==> src/rtl/fc_input_sequencer_if.sv <==
// Handshake bundle between the activation stream, the FC engine and the result consumer.
// master = sequencer side, slave = environment side.
interface fc_input_sequencer_if #(
   parameter int N_ELEM = 8,
   parameter int DATA_W = 8,
   parameter int RES_W  = 16
);
   logic                     in_valid;
   logic [DATA_W-1:0]        in_data;
   logic                     in_last;
   logic                     in_ready;
   logic [N_ELEM*DATA_W-1:0] fc_input;
   logic                     fc_enable;
   logic                     fc_done;
   logic [RES_W-1:0]         fc_result;
   logic                     res_valid;
   logic [RES_W-1:0]         res_data;
   logic                     res_ready;
   logic                     err_timeout;
   logic                     busy;

   modport master (
      input  in_valid, in_data, in_last, fc_done, fc_result, res_ready,
      output in_ready, fc_input, fc_enable, res_valid, res_data, err_timeout, busy
   );

   modport slave (
      output in_valid, in_data, in_last, fc_done, fc_result, res_ready,
      input  in_ready, fc_input, fc_enable, res_valid, res_data, err_timeout, busy
   );
endinterface

==> src/rtl/fc_input_sequencer.sv <==
// Packs an activation byte stream into one FC input vector, runs the FC engine
// until its done edge, then holds the captured result for a downstream handshake.
module fc_input_sequencer #(
   parameter int N_ELEM       = 8,
   parameter int DATA_W       = 8,
   parameter int RES_W        = 16,
   parameter int DONE_TIMEOUT = 64
) (
   input logic                  clk,
   input logic                  rst,
   fc_input_sequencer_if.master bus
);
   localparam int CNT_W = (N_ELEM > 1) ? $clog2(N_ELEM) : 1;
   localparam int TMR_W = (DONE_TIMEOUT > 1) ? $clog2(DONE_TIMEOUT) : 1;
   localparam logic [CNT_W-1:0] CNT_LAST = CNT_W'(N_ELEM - 1);
   localparam logic [TMR_W-1:0] TMR_LAST = TMR_W'((DONE_TIMEOUT > 0) ? DONE_TIMEOUT - 1 : 0);

   typedef enum logic [1:0] {
      S_FILL,
      S_RUN,
      S_HOLD
   } state_t;

   state_t                   state_q, state_nxt;
   logic [N_ELEM*DATA_W-1:0] buf_q;
   logic [CNT_W-1:0]         cnt_q;
   logic [TMR_W-1:0]         timer_q;
   logic [RES_W-1:0]         res_q;
   logic                     err_q;
   logic                     done_q;

   logic done_rise;
   logic accept;
   logic close;
   logic capture;
   logic timeout;
   logic res_taken;

   // Only a fresh rising edge completes a run; a level left high from before is ignored.
   assign done_rise = bus.fc_done & ~done_q;

   always_ff @(posedge clk) begin
      if (rst) state_q <= S_FILL;
      else     state_q <= state_nxt;
   end

   always_comb begin
      // NOTE: every signal gets a default before the case so no path leaves one unassigned (no latches).
      state_nxt     = state_q;
      accept        = 1'b0;
      close         = 1'b0;
      capture       = 1'b0;
      timeout       = 1'b0;
      res_taken     = 1'b0;
      bus.in_ready  = 1'b0;
      bus.fc_enable = 1'b0;
      bus.res_valid = 1'b0;
      bus.busy      = 1'b0;

      case (state_q)
         S_FILL: begin
            bus.in_ready = 1'b1;
            accept       = bus.in_valid;
            close        = accept & ((cnt_q == CNT_LAST) | bus.in_last);
            if (close) state_nxt = S_RUN;
         end
         S_RUN: begin
            bus.fc_enable = 1'b1;
            bus.busy      = 1'b1;
            if (done_rise) begin
               capture   = 1'b1;
               state_nxt = S_HOLD;
            end else if ((DONE_TIMEOUT != 0) && (timer_q == TMR_LAST)) begin
               timeout   = 1'b1;
               state_nxt = S_FILL;
            end
         end
         S_HOLD: begin
            bus.res_valid = 1'b1;
            bus.busy      = 1'b1;
            res_taken     = bus.res_ready;
            if (res_taken) state_nxt = S_FILL;
         end
         default: state_nxt = S_FILL;
      endcase
   end

   always_ff @(posedge clk) begin
      // NOTE: state registers use non-blocking assignment so every flop samples pre-edge values.
      if (rst) begin
         buf_q   <= '0;
         cnt_q   <= '0;
         timer_q <= '0;
         res_q   <= '0;
         err_q   <= 1'b0;
         done_q  <= 1'b0;
      end else begin
         done_q  <= bus.fc_done;
         err_q   <= timeout;
         timer_q <= (state_q == S_RUN) ? timer_q + 1'b1 : '0;

         if (accept) begin
            for (int k = 0; k < N_ELEM; k++) begin
               if (cnt_q == CNT_W'(k)) buf_q[k*DATA_W +: DATA_W] <= bus.in_data;
            end
            if (!close) cnt_q <= cnt_q + 1'b1;
         end

         if (capture) res_q <= bus.fc_result;

         // Clearing on frame end leaves unfilled slots of a short next frame at zero.
         if (res_taken || timeout) begin
            buf_q <= '0;
            cnt_q <= '0;
         end
      end
   end

   assign bus.fc_input    = buf_q;
   assign bus.res_data    = res_q;
   assign bus.err_timeout = err_q;

endmodule

==> src/flat_wrapper.sv <==
// flat-port wrapper written by rule: the top's interface ports become plain ports
module fc_input_sequencer_flat 
#(
   parameter int N_ELEM       = 8,
   parameter int DATA_W       = 8,
   parameter int RES_W        = 16,
   parameter int DONE_TIMEOUT = 64
)
  (clk, rst, bus_in_valid, bus_in_data, bus_in_last, bus_fc_done, bus_fc_result, bus_res_ready, bus_in_ready, bus_fc_input, bus_fc_enable, bus_res_valid, bus_res_data, bus_err_timeout, bus_busy);
  fc_input_sequencer_if #(.N_ELEM(N_ELEM), .DATA_W(DATA_W), .RES_W(RES_W)) bus_i ();
  input logic clk;
  input logic rst;
  input wire logic [$bits(bus_i.in_valid)-1:0] bus_in_valid;
  input wire logic [$bits(bus_i.in_data)-1:0] bus_in_data;
  input wire logic [$bits(bus_i.in_last)-1:0] bus_in_last;
  input wire logic [$bits(bus_i.fc_done)-1:0] bus_fc_done;
  input wire logic [$bits(bus_i.fc_result)-1:0] bus_fc_result;
  input wire logic [$bits(bus_i.res_ready)-1:0] bus_res_ready;
  output wire logic [$bits(bus_i.in_ready)-1:0] bus_in_ready;
  output wire logic [$bits(bus_i.fc_input)-1:0] bus_fc_input;
  output wire logic [$bits(bus_i.fc_enable)-1:0] bus_fc_enable;
  output wire logic [$bits(bus_i.res_valid)-1:0] bus_res_valid;
  output wire logic [$bits(bus_i.res_data)-1:0] bus_res_data;
  output wire logic [$bits(bus_i.err_timeout)-1:0] bus_err_timeout;
  output wire logic [$bits(bus_i.busy)-1:0] bus_busy;
  assign bus_i.in_valid = bus_in_valid;
  assign bus_i.in_data = bus_in_data;
  assign bus_i.in_last = bus_in_last;
  assign bus_i.fc_done = bus_fc_done;
  assign bus_i.fc_result = bus_fc_result;
  assign bus_i.res_ready = bus_res_ready;
  assign bus_in_ready = bus_i.in_ready;
  assign bus_fc_input = bus_i.fc_input;
  assign bus_fc_enable = bus_i.fc_enable;
  assign bus_res_valid = bus_i.res_valid;
  assign bus_res_data = bus_i.res_data;
  assign bus_err_timeout = bus_i.err_timeout;
  assign bus_busy = bus_i.busy;
  fc_input_sequencer #(.N_ELEM(N_ELEM), .DATA_W(DATA_W), .RES_W(RES_W), .DONE_TIMEOUT(DONE_TIMEOUT)) u_core (.clk(clk), .rst(rst), .bus(bus_i));
endmodule
==> config.mk <==
export PLATFORM = sky130hd
export DESIGN_NAME = fc_input_sequencer_flat
export DESIGN_NICKNAME = d
export VERILOG_FILES = /design/src/rtl/fc_input_sequencer_if.sv /design/src/rtl/fc_input_sequencer.sv /design/src/flat_wrapper.sv
export SDC_FILE = /design/constraint.sdc
export NUM_CORES = 1
export LEC_CHECK = 0
export ABC_CLOCK_PERIOD_IN_PS = 2400
export CAP_MARGIN = 20
export CORE_MARGIN = 3
export CORE_UTILIZATION = 49
export CTS_CLUSTER_DIAMETER = 200
export DETAILED_ROUTE_END_ITERATION = 7
export GPL_ROUTABILITY_DRIVEN = 1
export GPL_TIMING_DRIVEN = 0
export PLACE_DENSITY = 0.84
export SYNTH_ARGS = -nofsm -noshare
export SYNTH_HDL_FRONTEND = slang
export SYNTH_SLANG_ARGS = --single-unit
==> constraint.sdc <==
create_clock -name clk -period 2.4 [get_ports clk]
set_input_delay 0.6 -clock clk [delete_from_list [all_inputs] [get_ports clk]]
set_output_delay 0.6 -clock clk [all_outputs]
set_load 0.01 [all_outputs]
==> Word level (Yosys, flattened, before mapping) <==
Cells that the tools add are included.
{ "totals": {"ff_bits": 93, "latch_bits": 0, "ram_bits": 0, "romBits": 0, "in_bits": 30, "output_inout_bits": 85, "elab_cells": 68, "n_memories": 0} }
{ "classes": {"n_addsub": 2, "n_mul": 0, "n_div": 0, "magnitude_cmp": 0, "eq_ne": 13, "shifts": 0, "mux": 17, "bitwise": 6, "n_reduce_logical": 16} }
{ "ops": {"columns": ["op", "count"], "rows": [
  ["AND reduction 2 bit", 9],
  ["equality test 3 bit, second input constant", 4],
  ["2-to-1 mux 1 bit", 12],
  ["2-to-1 mux 2 bit", 4],
  ["adder 6 x 1 -> 6 bit, second input constant", 1],
  ["equality test 3 x 2 -> 1 bit, second input constant", 2],
  ["equality test 6 bit, second input constant", 1],
  ["case mux 2 bit (3 select lines)", 1],
  ["OR reduction 2 bit", 3],
  ["adder 3 x 1 -> 3 bit, second input constant", 1],
  ["equality test 3 x 1 -> 1 bit, second input constant", 1],
  ["logical NOT 3 bit", 1],
  ["inequality test 3 x 1 -> 1 bit, second input constant", 1],
  ["NOT 1 bit", 3],
  ["AND reduction 3 bit", 1],
  ["AND 1 bit", 2],
  ["equality test 2 x 1 -> 1 bit, second input constant", 1],
  ["equality test 2 bit, second input constant", 1],
  ["logical NOT 2 bit", 1],
  ["inequality test 2 x 1 -> 1 bit, second input constant", 1],
  ["inequality test 2 bit, second input constant", 1],
  ["logical OR 1 bit", 1],
  ["bitwise OR 1 bit", 1]
]} }

==> Logic depth before layout (Yosys ltp) <==
Gate-level depths: netlist (run 1).
{ "logic_depth": {"word_depth": 6, "ltp_mapped": 8, "depth_no_buf": 6} }

==> Worst setup path before layout (run 1) <==
Ideal clock, no wire load.
{ "synth_path": {"kind": "flip-flop to flip-flop", "from": "reg u_core.cnt_q[0]", "to": "reg u_core.state_q[0]", "setup_ns": 0.072, "t_arrival_ns": 1.456, "required_time_ns": 2.328, "setup_slack_ns": 0.872, "path_stages_with_launch": 7, "path_buffers": 0, "synth_period_minus_slack_ns": 1.528, "cell_sequence": "dfxtp_1 ha_1 ha_1 o21ai_0 a22o_1 a31oi_1 mux2i_1"} }
{ "synth_between": {"elab_chain_len": 5} }
{ "synth_rtl": {"columns": ["element", "line_no", "text"], "rows": [
  ["start: declaration", "fc_input_sequencer.sv:26", "logic [CNT_W-1:0] cnt_q;"],
  ["start signal: assignment", "fc_input_sequencer.sv:106", "if (!close) cnt_q <= cnt_q + 1'b1;"],
  ["equality test 3 bit", "fc_input_sequencer.sv:64", "close = accept & ((cnt_q == CNT_LAST) | bus.in_last);"],
  ["bitwise OR 1 bit", "fc_input_sequencer.sv:64", null],
  ["AND 1 bit", "fc_input_sequencer.sv:64", null],
  ["inequality test 2 x 1 -> 1 bit (no line)", null, null],
  ["AND reduction 3 bit (no line)", null, null],
  ["end signal: assignment", "fc_input_sequencer.sv:44", "else state_q <= state_nxt;"],
  ["end: declaration", "fc_input_sequencer.sv:24", "state_t state_q, state_nxt;"]
]} }
Every way passes these cells.
A chain may end at the register's enable or synchronous reset.

==> Worst setup path after layout (run 1) <==
{ "layout_path": {"from": "reg u_core.state_q[0]", "to": "out bus_in_ready"} }
{ "layout_between": {"elab_chain_len": 2} }
{ "layout_rtl": {"columns": ["element", "line_no", "text"], "rows": [
  ["logical NOT 2 bit", "fc_input_sequencer.sv:60", "case (state_q)"],
  ["2-to-1 mux 1 bit", "fc_input_sequencer.sv:60", null],
  ["end: declaration", "flat_wrapper.sv:19", "output wire logic [$bits(bus_i.in_ready)-1:0] bus_in_ready;"]
]} }
Every way passes these cells.

==> reports/summary.log, run 1 <==
qor: status.status complete, no violations
qor: yosys.synth.largest_area_cell sky130_fd_sc_hd__dfxtp_1
qor: clock_network.post_cts_resized 0
qor: critical_path.worst_path_max_delay_cell sky130_fd_sc_hd__clkdlybuf4s50_1
qor: timing.maxClockFrequency 446 MHz
qor: yosys.postSynthNetCount 458
qor: critical_path.cp.depth 3
qor: timing.final.setup.tns 0 ps
qor: clock_network.tritoncts_num_sinks 93
qor: floorplan.design.die.area 8420 µm²
qor: timing.worst_setup_skew_after_layout 13.4 ps
qor: worst_hold_path.worstHoldPathType register to register
qor: critical_path.setup.worst_path.class register to output pin
qor: yosys.avgSynthCellArea 8.62 µm²
qor: timing.tcrit_tclk_final 0.935
qor: pwr.worst_ir_drop_on_vdd 386 µV
qor: timing.period_minus_slack 2240 ps
qor: yosys.synth.lib_cells_used.distinct 38
qor: clock_network.clock_tree_from_tritoncts built
qor: job.max_cap_violations 0
qor: yosys.synth_area 3600 µm²
qor: finish.diodes 0
qor: critical_path.cp.buffers_inverters 2
qor: pwr.power_leakage 1.85 nW
qor: drt.starting_drt_drc_count 148
qor: critical_path.r2r_cells 6
qor: critical_path.crit_fanout 3
qor: drt.vias_per_cell 5.15
qor: yosys.yosysTopAreaCellShare 0.517
qor: yosys.yosys_most_used_dff sky130_fd_sc_hd__dfxtp_1
qor: global_route.gr-usage-met3 0.0402
qor: finish.final_design_area_no_fill 4950 µm²
qor: critical_path.critPathArrivalTime 1640 ps
qor: critical_path.crit_path_start_kind register
qor: floorplan.core-area 6940 µm²
qor: drt.route.vias.total 3275
qor: timing.worst_slew_margin_rel 0.618
qor: finish.layout-drive-gt1-share 0.0926
qor: yosys.number_of_enable_flip_flop_cells_after_synthesis 0
qor: critical_path.cp-startpoint u_core.state_q[0]
qor: finish.postLayoutCoreUtil 0.713
qor: yosys.synth.yosys.warnings 0
qor: drt.first_pass_iteration_count_of_the_detailed_router 5
qor: finish.area_delta_synth_final 37.4%
qor: timing.hold_viol_final 0
qor: drt.remaining_drc_errors 0
qor: timing.rsz_0062_raised_after_global_routing no
qor: pwr.cellPowerDensity 683 nW/µm²
qor: placed_design.gp_routability_congestion 0.821
qor: critical_path.critical_path_cell_by_cell inv_1, ha_1, clkdlybuf4s50_1
qor: drt.ant_nets 0
qor: critical_path.endpoint_kind output pin
qor: floorplan.initial_utilization 0.519
qor: global_route.grt_usage 0.227
qor: global_route.globalRouteOverflowTotal 0
qor: global_route.met1_usage 0.267
qor: yosys.sequential_cell_area_fraction_in_the_yosys_report 0.517
qor: drt.route.final.wire_length 9.41 mm
qor: timing.slew_violations 0
qor: yosys.async_flop_share 0
qor: timing.worst-slew-pin-transition 571 ps
qor: clock_network.post_cts_buffers 0
qor: clock_network.worst_setup_hold_path_clk_slew 80 ps
qor: global_route.top_usage_layer met2
qor: critical_path.worstReg2RegEnd u_core.state_q[0]
qor: critical_path.reg2reg_setup_slack 690 ps
qor: clock_network.hold_fix_buffers_cts 0
qor: global_route.grt_start_max_net_pins 16
qor: yosys.synth.ff_latch_count 93
qor: timing.setup_viol 0
qor: floorplan.floorplan.die.height 91.7 µm
qor: critical_path.rr_startpoint u_core.cnt_q[0]
qor: clock_network.clockRootBuffer sky130_fd_sc_hd__clkbuf_8
qor: finish.nets 575
qor: floorplan.placementRows 30
qor: critical_path.crit_path_end bus_in_ready
qor: global_route.grt_pass1_vias 3212
qor: clock_network.cts_h_tree_depth 3
qor: clock_network.tritoncts.num_buffers 9
qor: clock_network.clk_path_buf_depth 2
qor: placed_design.port_buffers 106
qor: yosys.synth_instances 418
qor: critical_path.worst_path_largest_cell_delay 600 ps
qor: placed_design.detailed_place_hpwl 6.99 mm
qor: floorplan.io-pin-count 115
qor: critical_path.top_delay_family_on_crit_path buffers and inverters
qor: global_route.first_pass_grt_wire_length 15.3 mm
qor: critical_path.cp.required 1800 ps
qor: yosys.yosys-top-cells-area sky130_fd_sc_hd__dfxtp_1 52%, sky130_fd_sc_hd__nand2_1 14%, sky130_fd_sc_hd__a21oi_1 8.9%
qor: global_route.grt_antenna_before_repair 0
qor: global_route.grtUsageMet2 0.403
qor: clock_network.clock_latency 360 ps
qor: placed_design.placement.cell_area 4780 µm²
qor: floorplan.horizontal_die_dimension 91.7 µm
qor: drt.post_drt_wl_per_cell 14.8 µm
## registers in the layout, indices dropped and copies added, names as in the netlist
register	count
u_core.bus.err_timeout	1
u_core.bus.fc_input	64
u_core.bus.res_data	16
u_core.cnt_q	3
u_core.done_q	1
u_core.state_q	2
u_core.timer_q	6
## worst min-delay path by stage
| stage | start | to | slack [ps] | cells past startpoint |
|---|---|---|---|---|
| 2_1_floorplan | u_core.timer_q[0] | u_core.timer_q[0] | 430 | 1 |
| 3_3_place_gp | u_core.bus.res_data[8] | u_core.bus.res_data[8] | 440 | 2 |
| 3_5_place_dp | u_core.bus.fc_input[5] | u_core.bus.fc_input[5] | 450 | 2 |
| 4_1_cts | u_core.bus.res_data[4] | u_core.bus.res_data[4] | 460 | 2 |
| 5_1_grt | u_core.bus.fc_input[8] | u_core.bus.fc_input[8] | 480 | 2 |
| 6_report | u_core.bus.res_data[14] | u_core.bus.res_data[14] | 460 | 2 |
## placed cells by master (no fill, tap or decap), types with 6 or more instances in the layout
| cell | count |
|---|---|
| sky130_fd_sc_hd__clkdlybuf4s50_1 | 106 |
| sky130_fd_sc_hd__mux2i_1 | 18 |
| sky130_fd_sc_hd__ha_1 | 10 |
| sky130_fd_sc_hd__nor2_1 | 27 |
| sky130_fd_sc_hd__a21oi_1 | 64 |
| sky130_fd_sc_hd__clkbuf_2 | 8 |
| sky130_fd_sc_hd__nand2_1 | 134 |
| sky130_fd_sc_hd__dfxtp_1 | 93 |
| sky130_fd_sc_hd__inv_1 | 7 |
| sky130_fd_sc_hd__clkbuf_8 | 9 |
| sky130_fd_sc_hd__buf_6 | 6 |
## through the flow
step	setup WS [ps]	cells	total power [W]	hold WS [ps]
2_1_floorplan	872	418	0.00217	430
3_3_place_gp	386	620	0.00247	443
3_5_place_dp	314	620	0.00250	448
4_1_cts	128	636	0.00340	461
5_1_grt	63.5	636	0.00354	484
6_report	157	636	0.00338	457
## cell usage after synthesis, types with 2 or more instances
cell type,count
sky130_fd_sc_hd__inv_1,7
sky130_fd_sc_hd__nand2b_1,4
sky130_fd_sc_hd__nand3_2,2
sky130_fd_sc_hd__nand3_1,5
sky130_fd_sc_hd__buf_2,5
sky130_fd_sc_hd__clkbuf_2,8
sky130_fd_sc_hd__dfxtp_1,93
sky130_fd_sc_hd__ha_1,10
sky130_fd_sc_hd__nor2_2,3
sky130_fd_sc_hd__nor2_1,27
sky130_fd_sc_hd__a21oi_1,64
sky130_fd_sc_hd__xnor2_1,3
sky130_fd_sc_hd__nor2_4,3
sky130_fd_sc_hd__nand2_1,134
sky130_fd_sc_hd__mux2i_1,18
sky130_fd_sc_hd__buf_4,2
sky130_fd_sc_hd__xor2_1,2
sky130_fd_sc_hd__buf_6,6
sky130_fd_sc_hd__nand4_1,3
## worst min-delay path: stages (launching register included)
cell                      delay [ps]
sky130_fd_sc_hd__dfxtp_1         320
sky130_fd_sc_hd__nand2_1          50
sky130_fd_sc_hd__a21oi_1          50
## report_power, final
part	switching, W	internal [W]	total, W	leakage [nW]
combinational	0.000422	0.000354	0.000777	1.02
clock	0.000537	0.000379	0.000915	0.0760
sequential	0.0000579	0.00163	0.00169	0.752
## logic make-up after synthesis
logic type	after synthesis	share of synthesized area
xor+xnor	5	0.0122
mux	18	0.0500
compound gates	70	0.101
flops	93	0.517
buf+inv	30	0.0504
fa+ha+maj	10	0.0347
simple gates	192	0.234
## routing by layer
metal,wire length (µm),part of all wire
met1,3810,0.40
met2,4820,0.51
met3,545,0.058
met4,242,0.026
met5,0,0
## final cells by class
type,count,area (µm²)
inverter,8,30.0
multi-input combinational,295,1560
timing repair buffer,106,1060
sequential,93,1860
buffer,22,151
fill,562,1990
clock buffer,11,131
tap,96,120
clock inverter,5,36.3
No activity file was read; power rests on OpenSTA's default activity.
==> run 2, diff against run 1 <==
--- a/config.mk
+++ b/config.mk
@@ -5,15 +5,16 @@
 export SDC_FILE = /design/constraint.sdc
 export NUM_CORES = 1
 export LEC_CHECK = 0
-export ABC_CLOCK_PERIOD_IN_PS = 2400
+export ABC_CLOCK_PERIOD_IN_PS = 2100
 export CAP_MARGIN = 20
 export CORE_MARGIN = 3
-export CORE_UTILIZATION = 49
+export CORE_UTILIZATION = 46
 export CTS_CLUSTER_DIAMETER = 200
 export DETAILED_ROUTE_END_ITERATION = 7
 export GPL_ROUTABILITY_DRIVEN = 1
 export GPL_TIMING_DRIVEN = 0
-export PLACE_DENSITY = 0.84
+export MAX_ROUTING_LAYER = met4
+export PLACE_DENSITY = 0.9
 export SYNTH_ARGS = -nofsm -noshare
 export SYNTH_HDL_FRONTEND = slang
 export SYNTH_SLANG_ARGS = --single-unit
==> constraint.sdc (replaced) <==
create_clock -name clk -period 2.1 [get_ports clk]
set_input_delay 0.525 -clock clk [delete_from_list [all_inputs] [get_ports clk]]
set_output_delay 0.525 -clock clk [all_outputs]
set_load 0.01 [all_outputs]
==> run 2 against run 1 <==
Worst setup slack got worse by 82 ps. Largest cell class unchanged. Largest power group unchanged. Sequential power rose by 15%. Highest routed layer unchanged. Non-clock buffer count did not move.
==> reports/summary.log, run 2 (same netlist as run 1, synthesis figures left out) <==
qor: status.status complete, no violations
qor: critical_path.endpoint_kind output pin
qor: floorplan.horizontal_die_dimension 94.5 µm
qor: clock_network.post_cts_buffers 0
qor: global_route.grt_start_max_net_pins 17
qor: global_route.globalRouteOverflowTotal 0
qor: pwr.worst_ir_drop_on_vdd 531 µV
qor: finish.nets 575
qor: drt.post_drt_wl_per_cell 14.9 µm
qor: global_route.grt_pass1_vias 3238
qor: finish.area_delta_synth_final 39.2%
qor: drt.route.vias.total 3237
qor: finish.fin_cells 639
qor: drt.ant_nets 0
qor: critical_path.crit_path_start_kind register
qor: timing.worst_setup_skew_after_layout 11.0 ps
qor: drt.remaining_drc_errors 0
qor: critical_path.critPathArrivalTime 1500 ps
qor: pwr.sw_frac_of_total 0.297
qor: drt.vias_per_cell 5.07
qor: floorplan.placementRows 31
qor: global_route.first_pass_grt_wire_length 15.0 mm
qor: placed_design.detailed_place_hpwl 7.08 mm
qor: clock_network.clock_latency 360 ps
qor: pwr.share_comb_of_total_power 0.225
qor: clock_network.tritoncts.num_buffers 9
qor: clock_network.cts_h_tree_depth 3
qor: timing.maxClockFrequency 494 MHz
qor: clock_network.hold_fix_buffers_cts 0
qor: finish.diodes 0
qor: pwr.power_switching 0.00120 W
qor: placed_design.gp_routability_congestion 0.834
qor: clock_network.worst_setup_hold_path_clk_slew 90 ps
qor: floorplan.io-pin-count 115
qor: worst_hold_path.worstHoldPathType register to register
qor: finish.largest_register_ff_count 64
qor: timing.worst-slew-pin-transition 499 ps
qor: timing.final.setup.tns 0 ps
qor: pwr.finalPower 0.00405 W
qor: finish.postLayoutCoreUtil 0.677
qor: floorplan.design.die.area 8930 µm²
qor: job.max_cap_violations 0
qor: timing.worst_slew_margin_rel 0.666
qor: timing.period_minus_slack 2030 ps
qor: floorplan.initial_utilization 0.486
qor: drt.first_pass_iteration_count_of_the_detailed_router 5
qor: placed_design.place.detailed.instances 623
qor: timing.rsz_0062_raised_after_global_routing no
qor: floorplan.floorplan.die.height 94.5 µm
qor: timing.hold_viol_final 0
qor: timing.tcrit_tclk_final 0.964
qor: clock_network.clk_path_buf_depth 2
qor: clock_network.clock_tree_from_tritoncts built
qor: floorplan.core-area 7410 µm²
qor: pwr.power_leakage 1.89 nW
qor: placed_design.port_buffers 106
qor: pwr.seq_power_share 0.479
qor: pwr.p_int 0.00284 W
qor: timing.slew_violations 0
qor: finish.mostFrequentLayoutCell sky130_fd_sc_hd__nand2_1
qor: global_route.grt_usage 0.220
qor: clock_network.tritoncts_num_sinks 93
qor: pwr.cellPowerDensity 807 nW/µm²
qor: drt.route.final.wire_length 9.50 mm
qor: drt.starting_drt_drc_count 203
qor: critical_path.crit_fanout 5
qor: critical_path.cp.required 1570 ps
qor: finish.layout-drive-gt1-share 0.100
qor: clock_network.clockRootBuffer sky130_fd_sc_hd__clkbuf_8
qor: critical_path.setup.worst_path.class register to output pin
qor: finish.final_cell_mix 134 x sky130_fd_sc_hd__nand2_1, 103 x sky130_fd_sc_hd__clkdlybuf4s50_1, 93 x sky130_fd_sc_hd__dfxtp_1
qor: global_route.grt_antenna_before_repair 0
qor: timing.setup_viol 0
qor: pwr.power.clock.fraction 0.297
==> run 2: metrics by stage <==
stage | setup slack (ps) | cell area [µm²] | hold slack [ps]
final | 74.8 | 5010 | 459
after global routing | 12.4 | 5010 | 472
after CTS | -37.2 | 4990 | 459
after detailed placement | 68.3 | 4790 | 446
after global placement | 163 | 4790 | 442
after floorplan | 572 | 3600 | 430
==> run 2: cell type report <==
cell class	count	area, µm²
clock inverters	6	71.3
repair buffers	106	1060
multi-input cells	295	1580
clock buffers	10	128
plain buffers	22	151
inverters	8	30.0
fillers	595	2390
flip-flops and latches	93	1860
well taps	99	124
==> run 2: power by group through the flow <==
stage	clock network [W]	registers, W	logic, W
floorplan	0	0.00200	0.000484
global placement	0	0.00197	0.000857
detailed placement	0	0.00197	0.000886
CTS	0.00121	0.00193	0.000891
global route	0.00128	0.00195	0.000989
finish	0.00120	0.00194	0.000909
==> run 2: final timing paths <==
check	from	end	slack, ps	depth (start not counted)
max	u_core.state_q[1]	bus_fc_enable	70	3
min	u_core.bus.fc_input[1]	u_core.bus.fc_input[1]	460	2
max reg2reg	u_core.cnt_q[0]	u_core.state_q[0]	330	6
min reg2reg	u_core.bus.fc_input[1]	u_core.bus.fc_input[1]	460	2
==> run 2: metal layers <==
metal | global-route usage | routed length (µm) | up-vias
met2 | 0.376 | 4920 | 116
met1 | 0.251 | 3740 | 1513
li1 | - | - | 1585
met3 | 0.0335 | 560 | 23
met5 | - | 0 | -
met4 | 0.109 | 274 | 0
==> run 2: what timing repair did <==
| action | 4_1_cts | 5_1_grt |
|---|---|---|
| cloned | 0 | 0 |
| gates resized for setup | 3 | 5 |
| endpoints found under the setup margin | 3 | 3 |
| hold endpoints to repair | 0 | 0 |
==> run 2: critical path, stage by stage, from the launching register on <==
cell and delay, ps:
sky130_fd_sc_hd__dfxtp_1 330, sky130_fd_sc_hd__inv_2 100, sky130_fd_sc_hd__ha_4 170, sky130_fd_sc_hd__clkdlybuf4s50_1 540
